File: src/rtl/blockade_ioctl_pkg.sv
// Shared ioctl definitions for the blockade core.
// Upload FSM states, fill byte and ioctl index map.
package blockade_ioctl_pkg;

    typedef enum logic [1:0] {
        ST_IDLE,
        ST_REQ,
        ST_READ,
        ST_DONE
    } upload_state_e;

    localparam logic [7:0] FILL_BYTE         = 8'hFF;

    localparam logic [7:0] IOCTL_IDX_ROM     = 8'd0;
    localparam logic [7:0] IOCTL_IDX_CORE    = 8'd1;
    localparam logic [7:0] IOCTL_IDX_HISCORE = 8'd4;

    function automatic logic [7:0] twos_neg(input logic [7:0] v);
        return 8'(~v + 8'd1);
    endfunction

endpackage

File: src/rtl/upload_timeout_ctr.sv
// Grant-wait cycle counter for the hiscore upload block.
// Ports: i_clk, i_rst_n (async, active-low), i_load (clear to zero),
//        i_enable (count one waiting cycle), o_expired (this cycle is
//        the TIMEOUT-th waiting cycle).
module upload_timeout_ctr #(
    parameter int TIMEOUT = 255
) (
    input  logic i_clk,
    input  logic i_rst_n,
    input  logic i_load,
    input  logic i_enable,
    output logic o_expired
);

    localparam int            CW   = $clog2(TIMEOUT + 1);
    localparam logic [CW-1:0] LAST = CW'(TIMEOUT - 1);

    logic [CW-1:0] r_cnt;

    always_ff @(posedge i_clk or negedge i_rst_n) begin
        if (!i_rst_n) begin
            r_cnt <= '0;
        end else if (i_load) begin
            r_cnt <= '0;
        end else if (i_enable && !o_expired) begin
            r_cnt <= r_cnt + CW'(1);
        end
    end

    // Count holds the number of waiting cycles already completed,
    // so the TIMEOUT-th waiting cycle is the one seeing LAST.
    assign o_expired = (r_cnt == LAST);

endmodule

File: src/rtl/hiscore_upload.sv
// Serves HPS ioctl upload byte reads from the game work RAM.
// Ports: clk_sys, nRESET (async, active-low); ioctl_upload/rd/addr/index
//        in, ioctl_din/ioctl_wait out; ram_req/ram_addr out, ram_gnt/ram_q
//        in; err = sticky grant-timeout flag.
// Option: define HISCORE_UPLOAD_CHECKSUM_EN to add a running byte sum;
//         a read at address DEPTH then returns its two's complement.
module hiscore_upload
    import blockade_ioctl_pkg::*;
#(
    parameter int         ADDR_W  = 10,
    parameter logic [7:0] INDEX   = IOCTL_IDX_HISCORE,
    parameter int         RAM_LAT = 1,
    parameter int         TIMEOUT = 255
) (
    input  logic              clk_sys,
    input  logic              nRESET,
    input  logic              ioctl_upload,
    input  logic              ioctl_rd,
    input  logic [24:0]       ioctl_addr,
    input  logic [7:0]        ioctl_index,
    output logic [7:0]        ioctl_din,
    output logic              ioctl_wait,
    output logic              ram_req,
    input  logic              ram_gnt,
    output logic [ADDR_W-1:0] ram_addr,
    input  logic [7:0]        ram_q,
    output logic              err
);

    localparam logic [24:0] DEPTH    = 25'(1) << ADDR_W;
    localparam logic [1:0]  LAT_LAST = 2'(RAM_LAT - 1);

    upload_state_e     r_state;
    upload_state_e     w_state_nxt;
    logic [7:0]        r_din;
    logic [7:0]        w_din_nxt;
    logic              r_wait;
    logic              w_wait_nxt;
    logic              r_req;
    logic              w_req_nxt;
    logic [ADDR_W-1:0] r_addr;
    logic [ADDR_W-1:0] w_addr_nxt;
    logic              r_err;
    logic              w_err_nxt;
    logic [1:0]        r_lat;
    logic [1:0]        w_lat_nxt;
    logic              r_upload_d;

    logic w_upload_rise;
    logic w_accept;
    logic w_in_range;
    logic w_to_load;
    logic w_to_en;
    logic w_to_expired;

`ifdef HISCORE_UPLOAD_CHECKSUM_EN
    logic [7:0] r_sum;
    logic [7:0] w_sum_nxt;
`endif

    assign w_upload_rise = ioctl_upload & ~r_upload_d;
    assign w_accept      = ioctl_upload & ioctl_rd &
                           (ioctl_index == INDEX);
    assign w_in_range    = (ioctl_addr < DEPTH);

    // Counter sits at zero outside REQ, so each REQ visit starts fresh.
    assign w_to_load = (r_state != ST_REQ);
    assign w_to_en   = (r_state == ST_REQ) & ~ram_gnt;

    upload_timeout_ctr #(
        .TIMEOUT (TIMEOUT)
    ) u_timeout (
        .i_clk     (clk_sys),
        .i_rst_n   (nRESET),
        .i_load    (w_to_load),
        .i_enable  (w_to_en),
        .o_expired (w_to_expired)
    );

    always_comb begin
        w_state_nxt = r_state;
        w_din_nxt   = r_din;
        w_wait_nxt  = r_wait;
        w_req_nxt   = r_req;
        w_addr_nxt  = r_addr;
        w_err_nxt   = r_err;
        w_lat_nxt   = r_lat;
`ifdef HISCORE_UPLOAD_CHECKSUM_EN
        w_sum_nxt   = r_sum;
        if (w_upload_rise) begin
            w_sum_nxt = 8'h00;
        end
`endif
        if (w_upload_rise) begin
            w_err_nxt = 1'b0;
        end

        if (!ioctl_upload) begin
            // Session abort: release everything, keep the last byte.
            w_state_nxt = ST_IDLE;
            w_wait_nxt  = 1'b0;
            w_req_nxt   = 1'b0;
        end else begin
            unique case (r_state)
                ST_IDLE: begin
                    if (w_accept && w_in_range) begin
                        w_addr_nxt  = ioctl_addr[ADDR_W-1:0];
                        w_wait_nxt  = 1'b1;
                        w_req_nxt   = 1'b1;
                        w_state_nxt = ST_REQ;
                    end else if (w_accept) begin
`ifdef HISCORE_UPLOAD_CHECKSUM_EN
                        w_din_nxt = (ioctl_addr == DEPTH) ?
                                    twos_neg(w_sum_nxt) : FILL_BYTE;
`else
                        w_din_nxt = FILL_BYTE;
`endif
                    end
                end
                ST_REQ: begin
                    if (ram_gnt) begin
                        w_lat_nxt   = 2'd0;
                        w_state_nxt = ST_READ;
                    end else if (w_to_expired) begin
                        w_din_nxt   = FILL_BYTE;
                        w_err_nxt   = 1'b1;
                        w_state_nxt = ST_DONE;
                    end
                end
                ST_READ: begin
                    // ram_q is held by the arbiter for the granted
                    // window, so a dropped grant here is harmless.
                    if (r_lat == LAT_LAST) begin
                        w_din_nxt   = ram_q;
`ifdef HISCORE_UPLOAD_CHECKSUM_EN
                        w_sum_nxt   = r_sum + ram_q;
`endif
                        w_state_nxt = ST_DONE;
                    end else begin
                        w_lat_nxt = r_lat + 2'd1;
                    end
                end
                ST_DONE: begin
                    w_wait_nxt  = 1'b0;
                    w_req_nxt   = 1'b0;
                    w_state_nxt = ST_IDLE;
                end
                default: begin
                    w_state_nxt = ST_IDLE;
                end
            endcase
        end
    end

    always_ff @(posedge clk_sys or negedge nRESET) begin
        if (!nRESET) begin
            r_state    <= ST_IDLE;
            r_din      <= 8'h00;
            r_wait     <= 1'b0;
            r_req      <= 1'b0;
            r_addr     <= '0;
            r_err      <= 1'b0;
            r_lat      <= 2'd0;
            r_upload_d <= 1'b0;
        end else begin
            r_state    <= w_state_nxt;
            r_din      <= w_din_nxt;
            r_wait     <= w_wait_nxt;
            r_req      <= w_req_nxt;
            r_addr     <= w_addr_nxt;
            r_err      <= w_err_nxt;
            r_lat      <= w_lat_nxt;
            r_upload_d <= ioctl_upload;
        end
    end

`ifdef HISCORE_UPLOAD_CHECKSUM_EN
    always_ff @(posedge clk_sys or negedge nRESET) begin
        if (!nRESET) begin
            r_sum <= 8'h00;
        end else begin
            r_sum <= w_sum_nxt;
        end
    end
`endif

    assign ioctl_din  = r_din;
    assign ioctl_wait = r_wait;
    assign ram_req    = r_req;
    assign ram_addr   = r_addr;
    assign err        = r_err;

endmodule
File: config.mk
export PLATFORM = sky130hd
export DESIGN_NAME = hiscore_upload
export DESIGN_NICKNAME = d
export VERILOG_FILES = /design/src/rtl/blockade_ioctl_pkg.sv /design/src/rtl/upload_timeout_ctr.sv /design/src/rtl/hiscore_upload.sv
export SDC_FILE = /design/constraint.sdc
export NUM_CORES = 1
export LEC_CHECK = 0
export CAP_MARGIN = 40
export CORE_UTILIZATION = 30
export DETAILED_ROUTE_END_ITERATION = 8
export GPL_ROUTABILITY_DRIVEN = 0
export HOLD_SLACK_MARGIN = 0.12
export PLACE_DENSITY = 0.72
export REMOVE_ABC_BUFFERS = 1
export SLEW_MARGIN = 20
export SYNTH_ARGS = -nofsm -noshare
export SYNTH_HDL_FRONTEND = slang
export SYNTH_HIERARCHICAL = 1
export SYNTH_SLANG_ARGS = --single-unit
File: constraint.sdc
create_clock -name clk_sys -period 2 [get_ports clk_sys]
set_input_delay 0.3 -clock clk_sys [delete_from_list [all_inputs] [get_ports clk_sys]]
set_output_delay 0.3 -clock clk_sys [all_outputs]
set_load 0.02 [all_outputs]
# Word level (Yosys, flattened, before mapping)
# Cells that the tools add are included.
[op_classes]
addsub = 2
mux = 25
n_bitwise = 6
reduce_logical = 13
eq_ne = 17
magnitude_cmp = 1
[ops]
columns = ["op", "n"]
rows = [
  ["$mux W8", 7],
  ["$lt A25 B11 Y1 const B", 1],
  ["$pmux W8 S3", 1],
  ["$mux W2", 7],
  ["$ne A2 B2 Y1 const B", 6],
  ["$add A8 B1 Y8 const B", 1],
  ["$eq A8 B3 Y1 const B", 1],
  ["$eq A8 B8 Y1 const B", 1],
  ["$pmux W2 S4", 1],
  ["$mux W1", 7],
  ["$reduce_and A7 Y1", 1],
  ["$ne A3 B3 Y1 const B", 2],
  ["$reduce_and A3 Y1", 2],
  ["$and A1 B1 Y1", 4],
  ["$eq A2 B2 Y1 const B", 2],
  ["$logic_not A2 Y1", 2],
  ["$ne A2 B1 Y1 const B", 2],
  ["$ne A4 B3 Y1 const B", 1],
  ["$pmux W2 S2", 1],
  ["$reduce_and A4 Y1", 1],
  ["$reduce_bool A2 Y1", 2],
  ["$ne A3 B1 Y1 const B", 1],
  ["$reduce_bool A3 Y1", 1],
  ["$add A2 B1 Y2 const B", 1],
  ["other kinds (6)", 8],
]
[word_totals]
input_bits = 46
out_inout_bits = 21
wordCells = 72
regBits = 33

# Longest topological paths before layout
[logic_depth]
ltp_word = 7
mapped_depth = 11
ltp_nobuf = 9

# Modules after synthesis
# The synthesis kept the hierarchy.
[modules_own_cells]
columns = ["mod", "seq_area_each_um2", "cells_per_inst", "area_per_inst_um2", "n_inst"]
rows = [
  ["hiscore_upload", 625.6, 118, 1272.5, 1],
  ["upload_timeout_ctr", 200.2, 54, 519.2, 1],
]

# Least setup slack after synthesis
# OpenSTA, ideal clock, no wires.
[synth_timing]
kind = "reg-to-reg"
from = "register r_state[0]"
to = "register r_addr[8], in the netlist ram_addr[8]"
slack_ns = 0.024
synth_period_minus_slack_ns = 1.976
path_stages_with_launch = 8
required_ns = 1.875
t_arrival_ns = 1.851
setup_ns = 0.125
n_path_buf = 2
cell_sequence = "dfrtp_1 -> inv_1 -> ha_1 -> inv_1 -> or4_1 -> buf_6 -> buf_6 -> mux2_4"
[synth_via]
elab_chain_cells = 2
[synth_lines]
columns = ["element", "line_no", "source"]
rows = [
  ["start, declared", "hiscore_upload.sv:33", "upload_state_e r_state;"],
  ["start signal, assigned", "hiscore_upload.sv:166", "r_state <= w_state_nxt;"],
  ["$logic_not A2 Y1", "hiscore_upload.sv:104", "unique case (r_state)"],
  ["$reduce_and A3 Y1 (no line)", "n/a", ""],
  ["end signal, assigned", "hiscore_upload.sv:170", "r_addr <= w_addr_nxt;"],
  ["end, declared", "hiscore_upload.sv:41", "logic [ADDR_W-1:0] r_addr;"],
]
# Every way passes these cells.
# A chain may end at the register's enable or synchronous reset.

# Final worst setup path
[layout_timing]
from = "input ioctl_addr[22]"
to = "register r_din[1], in the netlist ioctl_din[1]"
[layout_via]
elab_chain_cells = 4
[layout_lines]
columns = ["element", "line_no", "source"]
rows = [
  ["start, declared", "hiscore_upload.sv:19", "input logic [24:0] ioctl_addr,"],
  ["$lt A25 B11 Y1", "hiscore_upload.sv:64", "assign w_in_range = (ioctl_addr < DEPTH);"],
  ["$logic_and A1 B1 Y1", "hiscore_upload.sv:106", "if (w_accept && w_in_range) begin"],
  ["$ne A2 B2 Y1 (no line)", "n/a", ""],
  ["$reduce_and A7 Y1 (no line)", "n/a", ""],
  ["end signal, assigned", "hiscore_upload.sv:167", "r_din <= w_din_nxt;"],
  ["end, declared", "hiscore_upload.sv:35", "logic [7:0] r_din;"],
]
# Every way passes these cells.

==> impl_metrics.ini <==
[outcome]
status = completed

[global_routing]
grt_pass1_vias = 1683
grt_overflow_total = 0
grt_pass1_wl_microns = 7479
antenna_found_initial = 0
grt_max_degree = 34
grt_usage_pct = 15.38

[yosys]
ys.flop_type = dfrtp_1
ys_seq_area_share_pct = 46.09
synthesis.area_sq_mm = 0.001792
synth_seq_cells = 33
syn_area_per_cell_sq_um = 10.42
netlist_instances = 172
synth-edff-count = 0
ys_top_cells_by_count = dfrtp_1 (33), a31oi_1 (18), inv_1 (18)
async_reset_ff_share_pct = 100.0
synth_cell_type_count = 42
yosysMostFrequentCell = dfrtp_1
yosys_warnings = 6
yosys.area.top_type_share_pct = 46.09
synth_area_leaders = dfrtp_1 (46%), a31oi_1 (6.3%), mux2_1 (5.0%), ha_1 (4.9%), mux2_4 (4.2%)
yosys.area.top_type = dfrtp_1

[setup_path]
r2r-end = ioctl_din[1]
reg2reg_depth = 7
arrival_ns = 2.14
rrSetupSlack_ns = 0.13
path_cells = clkdlybuf4s15_1 -> nor4_2 -> nand4_1 -> or4_4 -> buf_12 -> and3_4 -> a31oi_2
max_stage_delay_ns = 0.64
required_ns = 2.20
reg2reg_from = r_state[1]
crit_start = ioctl_addr[22]
end_kind = flip-flop
crit_slowest_cell = or4_4
start_kind = input pin
cp-endpoint = ioctl_din[1]
path_max_fanout = 8
criticalPathCategory = in2reg

[cts]
cts_buffers = 5
clk_pin_slew_ns = 0.07
cts_buffer_depth = 2
worstSkewPairLatency_ns = 0.28
cts-root-buf = clkbuf_8
cts_tree = done
cts_max_level = 2
cts_sinks = 33

[floorplanning]
num_rows = 27
die_area_sq_mm = 0.006285
die_h_microns = 79.28
start_util_pct = 31.76
ios = 67
die_w_microns = 79.28
core_area_sq_mm = 0.005642

[route]
wire_per_inst_microns = 13.91
drt_iter0_drc = 56
drc_errors = 0
vias_per_cell = 4.997
routed-via-count = 1634
drt_first_pass_iters = 6
drt_wl_total_microns = 4550
antenna_left = 0

[layout]
multiInputGateArea_sq_um = 929.6
layout.nets = 307
fin_area_sq_mm = 0.002893
final_util_pct = 51.28
fillCellCount = 491
drive_above_1_share_pct = 20.00
n_antenna_cell = 0
syn_to_final_growth_pct = 61.45
area.sequential_sq_um = 825.8

[sta]
finalMaxSlewViolations = 0
setup_viol = 0
skew_ns = 0.004292
tightest_slew_ns = 0.4173
post-route-period-util_pct = 97.05
period_minus_slack_ns = 1.941
slew_headroom_pct = 71.89
max_freq_ghz = 0.5152
hold_viol = 0
fin_ws_ns = 0.05892

[pwr]
ir_drop_uv = 508.1
p_per_area_mw_per_mm2 = 767.5
leakage_nw = 1.358

[job]
cap_violations = 0

[placement]
post-place-ws_ns = -0.3683
placed_cell_area_sq_mm = 0.002580
dp_hpwl_microns = 3175
port_buffers = 66

[worst_hold_path]
hold_path.class = in2async
[layout make-up]
class / instances / share of cell area (%)
multi-input cells: 112 / 32.14
repair buffers: 83 / 29.71
flip-flops and latches: 33 / 28.55
well taps: 72 / 3.114
clock buffers: 7 / 2.984
inverters: 19 / 2.465
clock inverters: 1 / 1.038
[cells by family (layout without fill, tap and decap cells)]
kind of cell               after synthesis  count (layout)  synth area share (%)
and+or+nand+nor                         46              46                 14.80
AOI/OAI and AO/OA                       44              44                 16.41
DFF                                     33              33                 46.09
buffers and inverters                   27             110                 7.332
muxes                                   15              15                 10.47
adders and majority gates                7               7                 4.888
[through the flow]
stage / TNS, ns / instances / total power, mW / hold slack (ns)
after floorplan: -1.488 / 164 / 1.151 / 0.004409
after global placement: -5.168 / 315 / 1.509 / 0.4640
after detailed placement: -6.304 / 315 / 1.529 / 0.4688
after CTS: 0 / 325 / 2.204 / 0.4445
after global routing: -0.04639 / 327 / 2.358 / 0.4621
final: 0 / 327 / 2.220 / 0.4273
[where the power goes]
part           leakage (nW)  internal (mW)  total [mW]  switching [mW]
sequential            0.433          0.752       0.801          0.0491
clock                0.0585          0.406       0.646           0.240
combinational         0.867          0.384       0.773           0.389
[cell usage in the layout (no fill, tap or decap), drive strengths merged, types with 2 or more instances in the layout]
cell	n
a211oi	2
inv	19
mux2	15
a21oi	6
nand3	4
buf	17
nor4	4
nand4	5
nor2b	4
dfrtp	33
dlymetal6s2s	13
a31oi	18
nand2b	2
nor3	2
nand2	4
ha	7
dlygate4sd2	3
nor2	10
a22o	3
o21ai	7
clkbuf	9
and3	4
o31ai	2
or3	2
clkdlybuf4s50	47
[registers in the layout, indices dropped and copies added (netlist names)]
register	flops
ram_addr	10
ioctl_din	8
u_timeout/r_cnt	8
r_lat	2
r_state	2
err	1
r_upload_d	1
ram_req	1
[how the worst min path moves through the flow]
stage	startpoint	end	slack, ns	depth (start not counted)
6_report	nRESET	ioctl_din[7]	0.43	2
5_1_grt	nRESET	ioctl_din[7]	0.46	2
4_1_cts	nRESET	r_upload_d	0.44	2
3_5_place_dp	r_upload_d	err	0.47	2
3_3_place_gp	r_upload_d	err	0.46	2
2_1_floorplan	nRESET	err	0.004	0
[worst max-delay path, delay by kind of cell]
family | cells | cell delay [ns]
AOI/OAI and AO/OA | 1 | 0.18
buffers and inverters | 2 | 0.38
and+or+nand+nor | 4 | 1.28
[metal layers]
layer,track usage [%],share of wire (%),vias up
li1,-,-,795
met1,17.93,42,785
met2,27.07,51,50
met3,5.287,5.7,4
met4,3.273,0.81,0
met5,0,0,-
[timing repair]
item                       4_1_cts  5_1_grt
cloned                           2        0
hold buffers                     0        0
pin swaps                        8       11
setup endpoints to repair       18       19
setup buffers                    0        2
resized for setup               16       28
Power figures use the tool's default switching activity.
